[src/rtl/led_chaser_pkg.sv]
// led_chaser_pkg: shared definitions for the LED chaser.
//   - MODE_* : pattern select codes carried on mode / active_mode.
//   - DIR_*  : bounce direction flag encoding.
//   - start_value(): first LED value shown after a mode is (re)selected.
package led_chaser_pkg;

  typedef logic [1:0] mode_t;

  localparam mode_t MODE_ROL    = 2'd0;
  localparam mode_t MODE_ROR    = 2'd1;
  localparam mode_t MODE_BOUNCE = 2'd2;
  localparam mode_t MODE_FILL   = 2'd3;

  localparam logic DIR_UP   = 1'b0;
  localparam logic DIR_DOWN = 1'b1;

  // Widest LED bank the start-value helper can describe.
  localparam int LED_MAX_W = 64;

  // Start value of a pattern: only ROR begins at the MSB, all others at bit 0.
  function automatic logic [LED_MAX_W-1:0] start_value(input mode_t mode, input int width);
    logic [LED_MAX_W-1:0] v;
    case (mode)
      MODE_ROR: v = LED_MAX_W'(1) << (width - 1);
      MODE_ROL,
      MODE_BOUNCE,
      MODE_FILL: v = LED_MAX_W'(1);
      default:  v = LED_MAX_W'(1);
    endcase
    return v;
  endfunction

endpackage

[src/rtl/led_chaser_tick_divider.sv]
// tick_divider: prescaler producing one step tick every PRESCALE enabled cycles.
//   clk   : system clock, rising edge
//   rst_n : asynchronous active-low reset
//   en    : count enable; low freezes the counter
//   clr   : synchronous clear of the counter (wins over en)
//   tick  : high in the cycle whose rising edge completes a step period
module tick_divider #(
  parameter int PRESCALE   = 3,
  parameter int PRESCALE_W = 2
) (
  input  logic clk,
  input  logic rst_n,
  input  logic en,
  input  logic clr,
  output logic tick
);

  localparam logic [PRESCALE_W-1:0] CNT_LAST = PRESCALE_W'(PRESCALE - 1);
  localparam logic [PRESCALE_W-1:0] CNT_ONE  = PRESCALE_W'(1);
  localparam logic [PRESCALE_W-1:0] CNT_ZERO = PRESCALE_W'(0);

  logic [PRESCALE_W-1:0] cnt_q;
  logic [PRESCALE_W-1:0] cnt_d;

  // Tick is a pure decode of the counter; the consumer registers its effect.
  assign tick = en && (cnt_q == CNT_LAST);

  // Next-count logic: clear, wrap at the last count, or advance when enabled.
  always_comb begin
    cnt_d = cnt_q;
    if (clr) begin
      cnt_d = CNT_ZERO;
    end else if (en) begin
      if (cnt_q == CNT_LAST) begin
        cnt_d = CNT_ZERO;
      end else begin
        cnt_d = cnt_q + CNT_ONE;
      end
    end else begin
      cnt_d = cnt_q;
    end
  end

  // Prescaler counter register.
  always_ff @(posedge clk or negedge rst_n) begin
    if (!rst_n) begin
      cnt_q <= CNT_ZERO;
    end else begin
      cnt_q <= cnt_d;
    end
  end

endmodule

[src/rtl/led_chaser.sv]
// led_chaser: programmable-rate LED pattern generator.
//   clk         : system clock, rising edge
//   rst_n       : asynchronous active-low reset
//   en          : count enable; low freezes prescaler and pattern
//   clr         : synchronous clear; restarts prescaler and pattern in `mode`
//   mode        : requested pattern (ROL, ROR, BOUNCE, FILL)
//   led         : LED drive, bit 0 = rightmost LED
//   step        : one-cycle pulse when led shows a new value
//   wrap        : one-cycle pulse when the pattern returns to its start value
//   active_mode : pattern currently being generated
// A new mode request is only adopted on a step tick, so led never shows a
// partially updated value. All outputs come straight from flops.
module led_chaser
  import led_chaser_pkg::*;
#(
  parameter int LED_WIDTH = 8,
  parameter int PRESCALE  = 3
) (
  input  logic                 clk,
  input  logic                 rst_n,
  input  logic                 en,
  input  logic                 clr,
  input  logic [1:0]           mode,
  output logic [LED_WIDTH-1:0] led,
  output logic                 step,
  output logic                 wrap,
  output logic [1:0]           active_mode
);

  localparam int PRESCALE_W = (PRESCALE > 1) ? $clog2(PRESCALE) : 1;

  localparam logic [LED_WIDTH-1:0] LED_ZERO = {LED_WIDTH{1'b0}};
  localparam logic [LED_WIDTH-1:0] LED_ONE  = {{(LED_WIDTH-1){1'b0}}, 1'b1};

  logic                 tick_s;
  logic [LED_WIDTH-1:0] led_q,  led_d;
  logic                 dir_q,  dir_d;
  mode_t                mode_q, mode_d;
  logic                 step_q, step_d;
  logic                 wrap_q, wrap_d;

  tick_divider #(
    .PRESCALE   (PRESCALE),
    .PRESCALE_W (PRESCALE_W)
  ) u_tick_divider (
    .clk   (clk),
    .rst_n (rst_n),
    .en    (en),
    .clr   (clr),
    .tick  (tick_s)
  );

  // Pattern next-state: clear beats tick; a tick either switches mode or advances.
  always_comb begin
    led_d  = led_q;
    dir_d  = dir_q;
    mode_d = mode_q;
    step_d = 1'b0;
    wrap_d = 1'b0;
    if (clr) begin
      mode_d = mode;
      led_d  = LED_WIDTH'(start_value(mode, LED_WIDTH));
      dir_d  = DIR_UP;
    end else if (tick_s) begin
      step_d = 1'b1;
      if (mode != mode_q) begin
        // Switching restarts the new pattern; this step never counts as a wrap.
        mode_d = mode;
        led_d  = LED_WIDTH'(start_value(mode, LED_WIDTH));
        dir_d  = DIR_UP;
      end else begin
        case (mode_q)
          MODE_ROL: begin
            led_d  = {led_q[LED_WIDTH-2:0], led_q[LED_WIDTH-1]};
            wrap_d = led_q[LED_WIDTH-1];
          end
          MODE_ROR: begin
            led_d  = {led_q[0], led_q[LED_WIDTH-1:1]};
            wrap_d = led_q[0];
          end
          MODE_BOUNCE: begin
            // Direction flips on arrival at an end so no end value is shown twice.
            if (dir_q == DIR_UP) begin
              led_d = {led_q[LED_WIDTH-2:0], 1'b0};
              if (led_q[LED_WIDTH-2]) begin
                dir_d = DIR_DOWN;
              end else begin
                dir_d = DIR_UP;
              end
            end else begin
              led_d = {1'b0, led_q[LED_WIDTH-1:1]};
              if (led_q[1]) begin
                dir_d  = DIR_UP;
                wrap_d = 1'b1;
              end else begin
                dir_d  = DIR_DOWN;
              end
            end
          end
          MODE_FILL: begin
            // Thermometer fills up, drops to all-off, then restarts at 1.
            if (&led_q) begin
              led_d = LED_ZERO;
            end else if (led_q == LED_ZERO) begin
              led_d  = LED_ONE;
              wrap_d = 1'b1;
            end else begin
              led_d = {led_q[LED_WIDTH-2:0], 1'b1};
            end
          end
          default: begin
            led_d = led_q;
          end
        endcase
      end
    end else begin
      led_d = led_q;
    end
  end

  // Pattern, direction, mode and pulse registers.
  always_ff @(posedge clk or negedge rst_n) begin
    if (!rst_n) begin
      led_q  <= LED_ONE;
      dir_q  <= DIR_UP;
      mode_q <= MODE_ROL;
      step_q <= 1'b0;
      wrap_q <= 1'b0;
    end else begin
      led_q  <= led_d;
      dir_q  <= dir_d;
      mode_q <= mode_d;
      step_q <= step_d;
      wrap_q <= wrap_d;
    end
  end

  assign led         = led_q;
  assign step        = step_q;
  assign wrap        = wrap_q;
  assign active_mode = mode_q;

endmodule

[config.mk]
export PLATFORM = sky130hd
export DESIGN_NAME = led_chaser
export DESIGN_NICKNAME = d
export VERILOG_FILES = /design/src/rtl/led_chaser_pkg.sv /design/src/rtl/led_chaser_tick_divider.sv /design/src/rtl/led_chaser.sv
export SDC_FILE = /design/constraint.sdc
export NUM_CORES = 1
export LEC_CHECK = 0
export BUFFER_PORTS_ARGS = -buffer_cell sky130_fd_sc_hd__buf_2
export CORE_MARGIN = 5
export CORE_UTILIZATION = 48
export CTS_CLUSTER_SIZE = 24
export DETAILED_ROUTE_END_ITERATION = 10
export GPL_ROUTABILITY_DRIVEN = 0
export GPL_TIMING_DRIVEN = 0
export PLACE_DENSITY = 0.73
export SETUP_SLACK_MARGIN = 0.1
export SLEW_MARGIN = 20
export SYNTH_ARGS = -nofsm -noshare
export SYNTH_HDL_FRONTEND = slang
export SYNTH_HIERARCHICAL = 1
export SYNTH_SLANG_ARGS = --single-unit
[constraint.sdc]
create_clock -name clk -period 1.3 [get_ports clk]
set_input_delay 0.39 -clock clk [delete_from_list [all_inputs] [get_ports clk]]
set_output_delay 0.39 -clock clk [all_outputs]
set_load 0.01 [all_outputs]
==> results of run 1 <==
-- cell families after synthesis --
group / synth area share
muxes: 0.0116
and+or+nand+nor: 0.272
AOI/OAI and AO/OA: 0.263
buffers and inverters: 0.0477
xor gates and xnor gates: 0.0180
DFF: 0.388
-- power by group --
group	internal, W	total [W]	switching, W
logic	0.000208	0.000432	0.000224
clock network	0.000120	0.000282	0.000162
registers	0.000489	0.000513	0.0000238
total	0.000817	0.00123	0.000410
-- flip-flops by register name, indices dropped and copies added, names as in the netlist --
| register | cells |
|---|---|
| step | 1 |
| wrap | 1 |
| u_tick_divider/cnt_q | 2 |
| led | 8 |
| dir_q | 1 |
| active_mode | 2 |
-- cells in the final DEF, fill, tap and decap left out, drive strengths merged, types with 6 or more instances in the layout --
| master | netlist | layout |
|---|---|---|
| dfrtp | 14 | 14 |
| clkbuf | 2 | 6 |
| nand2 | 20 | 20 |
| buf | 3 | 51 |
| nand2b | 10 | 10 |
| a211oi | 7 | 7 |
| o21ai | 8 | 8 |
| nor2 | 6 | 6 |
| o22ai | 6 | 6 |
| a21oi | 12 | 12 |
-- metrics by stage --
step,worst slack [ns],TNS [ns],hold WS (ns)
after CTS,-0.123,-1.09,0.388
final,-0.233,-2.36,0.404
after global placement,-0.213,-1.50,0.315
after detailed placement,-0.216,-1.62,0.314
after global routing,-0.269,-3.05,0.402
after floorplan,-0.0675,-0.220,0.0944
-- repair_timing --
item | in CTS | in global routing
buffers inserted | 23 | 6
hold buffers | 1 | 0
hold endpoints to repair | 7 | 0
endpoints found under the setup margin | 22 | 23
gates cloned | 2 | 0
resized for setup | 33 | 32
pin swaps | 4 | 8
-- per-layer routing --
metal | vias up | global-route usage | wire [um] | share of wire
met5 | - | 0 | 0 | 0
met4 | 0 | 0.166 | 225 | 0.054
li1 | 520 | - | - | -
met2 | 113 | 0.455 | 2000 | 0.48
met1 | 576 | 0.299 | 1530 | 0.37
met3 | 41 | 0.0563 | 421 | 0.10
-- final cells by class --
class                      instances  area [um2]  share of cell area
tap                               27        33.8              0.0201
multi-input combinational         90         732               0.436
timing repair buffer              49         442               0.263
inverter                           3        11.3             0.00670
clock buffer                       4        26.3              0.0156
buffer                             5        50.0              0.0298
sequential                        15         385               0.229
-- worst min-delay path: cells and delay by family --
| kind | cells | cell delay (ns) |
|---|---|---|
| buffers and inverters | 1 | 0.12 |
| and+or+nand+nor | 1 | 0.09 |
| AOI/OAI and AO/OA | 1 | 0.06 |
-- how the worst min path moves through the flow --
stage | start | end | cells after the start
2_1_floorplan | rst_n | active_mode[0] | 0
3_3_place_gp | rst_n | led[2] | 1
3_5_place_dp | rst_n | led[3] | 1
4_1_cts | mode[1] | active_mode[1] | 2
5_1_grt | mode[1] | active_mode[1] | 2
6_report | en | u_tick_divider/cnt_q[1] | 3
==> flow_summary.yaml, run 1 <==
sta:
  min_period_ns: 1.53
  worst_pin_slew_ns: 0.346
  rsz0062_at_grt: "true"
  hold_violations: 0
  finalMaxSlewViolations: 0
  fmax_ghz: 0.652
  setup_viol: 19
  fin_ws_ns: -0.233
  finalCritPeriodShare: 1.18
  skew_ns: 0.00830
  slew-limit-headroom: 0.767
yosys:
  synthTopCellsByArea: "dfrtp_1 (36%), nand2_1 (7.7%), nand2b_1 (6.4%)"
  yosysTopAreaCell: "dfrtp_1"
  synth_seq_cells: 15
  syn_area_per_cell_um2: 8.59
  yosysWarningCount: 6
  synth_edf_count: 0
  synth.distinct_cells: 32
  ys_seq_area_frac: 0.388
  yosysMostFrequentCell: "nand2_1"
  synthFlopType: "dfrtp_1"
  synth.top_cell.area_share: 0.361
  async_flop_share: 1.00
  synthCells: 113
  synthTopCellsByCount: "nand2_1 (20), dfrtp_1 (14), a21oi_1 (12)"
  synthesis.area_um2: 971
  syn_nets: 119
placed_design:
  place_inst: 157
  numPortBuffers: 17
  place_hpwl_um: 1750
  dpl_cell_area_um2: 1100
power_and_ir_drop:
  p_leak_nw: 0.723
  total_power_w: 0.00123
  power_per_cell_area_nw_per_um2: 730
  ir_drop_uv: 632
setup_path:
  cp_num_buf_inv: 1
  cp_slowest_cell: "dfstp_2"
  crit_path_end_kind: "flip-flop"
  cp_num_cells: 5
  r2r_end: "led[7]"
  cp_data_arrival_time_ns: 1.70
  crit_end: "led[7]"
  critPathLaunch: "led[0]"
  crit_type: "reg2reg"
  regToRegStartpoint: "led[0]"
  cpPeakStageDelay_ns: 0.57
  cp_data_required_time_ns: 1.47
  reg2reg_slack_ns: -0.23
  crit_path_cell_trace: "and4_4 -> a221oi_4 -> buf_12 -> a2111oi_4 -> nor2_1"
  start_kind: "flip-flop"
  crit_family: "flip-flops"
  r2r_cells: 5
  critPathMaxFanout: 7
final_layout:
  layout-drive-gt1-share: 0.572
  syn_to_final_growth_pct: 73.1
  design_area_um2: 1680
  instances_no_fill: 193
  fillerInstances: 90
  postLayoutCoreUtil: 0.865
  antenna_cells: 0
  finalNetCount: 173
floorplanning:
  rows: 16
  die_h_um: 55.0
  die_x_um: 55.0
  die_area_um2: 3020
  initial_core_util: 0.500
  core_area_um2: 1940
  io_pins: 18
clock_tree:
  clock_path_buffers: 2
  cts_tree: "built"
  numClockSinks: 15
  numCtsBuffers: 3
  h-tree-depth: 1
  clk_latency_ns: 0.30
  cts.reportedPaths.clkPinSlew_ns: 0.10
  clockRootBuffer: "clkbuf_4"
routing:
  vias: 1250
  post_drt_via_cell_ratio: 6.48
  wirelength_um: 4180
  avgRoutedWirePerCell_um: 21.6
  remaining_drc_errors: 0
  drt_pre_antenna_iters: 8
  antenna_left: 0
  drtIter0Drc: 85
global_route:
  grt.total_usage: 0.266
  antenna_found_initial: 0
  grt_pass1_wl_um: 5550
  grt_overflow: 0
  grt_pass1_vias: 1168
  grt_max_degree: 16
hold_path:
  hold_path_class: "in2reg"
run_status:
  violations: "negative setup slack"
  status: "finished, violations left"
run:
  drv_cap: 0
Power figures use the tool's default switching activity.
==> run 2, diff against run 1 <==
- CORE_UTILIZATION: 48 -> 41
- PLACE_DENSITY: 0.73 -> unset
==> flow_summary.yaml, run 2 (synthesis results as in run 1) <==
sta:
  finalMaxSlewViolations: 0
  hold_violations: 14
  finalCritPeriodShare: 1.20
  fin_hold_ws_ns: -0.0124
  min_period_ns: 1.56
  worst_pin_slew_ns: 0.392
  slew-limit-headroom: 0.739
  skew_ns: 0.00137
  setup_viol: 16
  rsz0062_at_grt: "true"
  fin_ws_ns: -0.256
  fmax_ghz: 0.643
global_route:
  antenna_found_initial: 0
  grt.total_usage: 0.166
  grt_pass1_vias: 967
  grt_pass1_wl_um: 4460
  grt_overflow: 0
  grt_max_degree: 16
clock_tree:
  numCtsBuffers: 3
  cts_hold_buf: 0
  h-tree-depth: 1
  clockRootBuffer: "clkbuf_4"
  cts.reportedPaths.clkPinSlew_ns: 0.09
  numClockSinks: 15
  clock_path_buffers: 2
  cts_tree: "built"
  clk_latency_ns: 0.29
final_layout:
  syn_to_final_growth_pct: 40.9
  largest_reg_flops: 8
  layout-drive-gt1-share: 0.400
  area.sequential_um2: 382
  multi_input_area_um2: 599
  fillerInstances: 203
  final_common_cell: "nand2_1"
  finalNetCount: 157
  antenna_cells: 0
  final_cell_mix: "nand2_1 (19), buf_4 (13), a21oi_1 (12), buf_2 (12)"
setup_path:
  start_kind: "flip-flop"
  crit_type: "reg2reg"
  reg2reg_slack_ns: -0.26
  r2r_cells: 5
  regToRegStartpoint: "active_mode[0]"
  cp_data_arrival_time_ns: 1.73
  crit_path_end_kind: "flip-flop"
  r2r_end: "led[7]"
  critPathMaxFanout: 10
  cp_data_required_time_ns: 1.48
placed_design:
  place_hpwl_um: 1750
  numPortBuffers: 17
routing:
  vias: 1033
  drtIter0Drc: 53
  avgRoutedWirePerCell_um: 15.9
  remaining_drc_errors: 0
  wirelength_um: 2830
  antenna_left: 0
  post_drt_via_cell_ratio: 5.80
  drt_pre_antenna_iters: 4
floorplanning:
  io_pins: 18
  rows: 17
  die_area_um2: 3440
  die_h_um: 58.7
  initial_core_util: 0.435
  die_x_um: 58.7
  core_area_um2: 2230
run:
  drv_cap: 0
power_and_ir_drop:
  total_power_w: 0.00109
  ir_drop_uv: 590
  power_per_cell_area_nw_per_um2: 801
  p_leak_nw: 0.575
run_status:
  violations: "negative hold slack, negative setup slack"
  status: "finished, violations left"
hold_path:
  hold_path_class: "in2async"
-- run 2: cell count changes in the layout (fill, tap and decap cells not counted), sizes merged --
cell,change
buf,-14
clkbuf,-1
clkinv,-1
clkinvlp,+1
dlygate4sd3,-1
-- run 2: worst max-delay path: stages (launching register included) --
cell and delay, ns:
dfrtp_1 0.40, buf_6 0.15, nor3b_1 0.31, o32ai_2 0.17
a2111oi_4 0.33, nor2_1 0.07
-- run 2: how the worst max path moves through the flow --
stage                              start      to  cells after the start
after floorplan                   led[0]  led[7]                      4
after global placement                en  led[7]                      5
after detailed placement              en  led[7]                      5
after CTS                         led[0]  led[7]                      5
after global routing      active_mode[0]  led[7]                      5
final                     active_mode[0]  led[7]                      5
-- run 2: through the flow --
stage          utilization  worst slack (ns)  cell area [um2]  TNS, ns  instances
3_3_place_gp         0.495            -0.221             1100    -1.62        158
4_1_cts              0.575            -0.167             1280    -1.28        171
3_5_place_dp         0.495            -0.231             1100    -1.56        158
5_1_grt              0.612            -0.322             1370    -2.53        178
2_1_floorplan            -           -0.0675              985   -0.220        113
6_report             0.612            -0.256             1370    -1.47        178
-- run 2: cell type report --
class | instances | area share
inverter | 3 | 0.0110
timing repair buffer | 33 | 0.190
buffer | 5 | 0.0366
sequential | 15 | 0.279
clock buffer | 4 | 0.0192
multi-input combinational | 90 | 0.438
tap | 28 | 0.0256
-- run 2: routing by layer --
| metal | global-route usage | part of all wire |
|---|---|---|
| met1 | 0.225 | 0.45 |
| met3 | 0.0219 | 0.056 |
| met2 | 0.278 | 0.48 |
| met4 | 0.0485 | 0.013 |
| met5 | 0 | 0 |
-- run 2: repair_timing --
item                       in CTS  in global routing
setup buffers                  10                  7
hold endpoints to repair        0                  0
setup endpoints to repair      22                 24
pin swaps                       4                  4
resized for setup              15                 12
-- run 2: where the power goes --
part	switching (W)	internal, W	total, W
combinational	0.000160	0.000146	0.000306
sequential	0.0000180	0.000489	0.000507
clock	0.000163	0.000119	0.000282
==> run 3, diff against run 2 <==
- CORE_MARGIN: 5 -> unset
- CTS_BUF_LIST: unset -> sky130_fd_sc_hd__clkbuf_8 sky130_fd_sc_hd__clkbuf_16
==> flow_summary.yaml, run 3 (synthesis results as in run 1) <==
run_status:
  status: "finished, violations left"
  violations: "negative setup slack"
global_route:
  grt.total_usage: 0.253
  grt_pass1_wl_um: 4750
  antenna_found_initial: 0
  grt_max_degree: 16
  grt_pass1_vias: 1024
  grt_overflow: 0
floorplanning:
  initial_core_util: 0.439
  rows: 17
  die_h_um: 50.7
  die_x_um: 50.7
  die_area_um2: 2570
  core_area_um2: 2210
  io_pins: 18
placed_design:
  dpl_cell_area_um2: 1100
  place_ws_ns: -0.238
  numPortBuffers: 17
  place_hpwl_um: 1680
routing:
  drtIter0Drc: 60
  post_drt_via_cell_ratio: 6.12
  avgRoutedWirePerCell_um: 17.0
  remaining_drc_errors: 0
  antenna_left: 0
  vias: 1089
  wirelength_um: 3030
  drt_pre_antenna_iters: 4
setup_path:
  crit_path_end_kind: "flip-flop"
  critPathMaxFanout: 6
  cp_data_arrival_time_ns: 1.66
  start_kind: "flip-flop"
  crit_type: "reg2reg"
  reg2reg_slack_ns: -0.19
  cp_data_required_time_ns: 1.47
sta:
  fmax_ghz: 0.670
  setup_viol: 12
  hold_violations: 0
  slew-limit-headroom: 0.766
  rsz0062_at_grt: "true"
  skew_ns: 0.00203
  fin_ws_ns: -0.192
  min_period_ns: 1.49
  finalCritPeriodShare: 1.15
  finalMaxSlewViolations: 0
  worst_pin_slew_ns: 0.351
final_layout:
  final_common_cell: "nand2_1"
  finalNetCount: 157
  fillerInstances: 179
  final_cell_mix: "nand2_1 (17), buf_4 (14), a21oi_1 (12)"
  antenna_cells: 0
  syn_to_final_growth_pct: 49.2
  design_area_um2: 1450
  largest_reg_flops: 8
  layout-drive-gt1-share: 0.467
  postLayoutCoreUtil: 0.655
run:
  drv_cap: 0
clock_tree:
  cts.reportedPaths.clkPinSlew_ns: 0.06
  cts_tree: "built"
  h-tree-depth: 1
  numClockSinks: 15
  numCtsBuffers: 3
  clockRootBuffer: "clkbuf_8"
  clock_path_buffers: 2
  clk_latency_ns: 0.25
power_and_ir_drop:
  total_power_w: 0.00123
  ir_drop_uv: 591
  p_leak_nw: 0.597
  power_per_cell_area_nw_per_um2: 850
hold_path:
  hold_path_class: "in2async"
[run 3: cell type report]
type,instances,area (um2),share of cell area
clock buffers,3,41.3,0.0285
inverters,3,15.0,0.0104
clock inverters,1,3.75,0.00259
multi-input cells,90,648,0.447
plain buffers,5,50.0,0.0345
well taps,28,35.0,0.0242
repair buffers,33,269,0.186
flip-flops and latches,15,387,0.267
[run 3: power by group]
| part | internal (W) | switching [W] |
|---|---|---|
| registers | 0.000491 | 0.0000283 |
| clock network | 0.000209 | 0.000166 |
| logic | 0.000162 | 0.000174 |
| total | 0.000863 | 0.000368 |
[run 3: routing by layer]
metal  part of all wire  routed length (um)  global-route usage
met5                  0                   0                   0
met1               0.39                1190               0.321
met4              0.042                 128               0.144
met2               0.49                1490               0.404
met3              0.075                 228              0.0424
[run 3: worst max-delay path, stage by stage (launching register included)]
cell and delay [ns]:
dfrtp_2 0.44, and4_4 0.22, buf_4 0.13, a211oi_2 0.29
nand3_1 0.15, a31oi_1 0.17
[run 3: timing repair]
item | in CTS | in global routing
gates resized for setup | 21 | 18
endpoints found under the setup margin | 21 | 22
pin swaps | 1 | 6
setup buffers | 3 | 15
gates cloned | 1 | 0
hold buffers | 0 | 0
[run 3: stage by stage]
step	TNS, ns	cells	hold WS (ns)
6_report	-1.54	178	0.0422
4_1_cts	-1.26	166	0.0532
3_5_place_dp	-1.56	158	0.325
5_1_grt	-2.09	178	0.0769
2_1_floorplan	-0.220	113	0.0944
3_3_place_gp	-1.56	158	0.316
[run 3: final timing paths]
| path | from | end | cells past startpoint |
|---|---|---|---|
| min in group clk | en | u_tick_divider/cnt_q[0] | 3 |
| hold / removal | rst_n | led[2] | 1 |
| hold reg to reg | u_tick_divider/cnt_q[1] | u_tick_divider/cnt_q[1] | 2 |
| max in group asynchronous | rst_n | led[0] | 1 |
| setup reg to reg | led[3] | wrap | 5 |
| setup / recovery | led[3] | wrap | 5 |
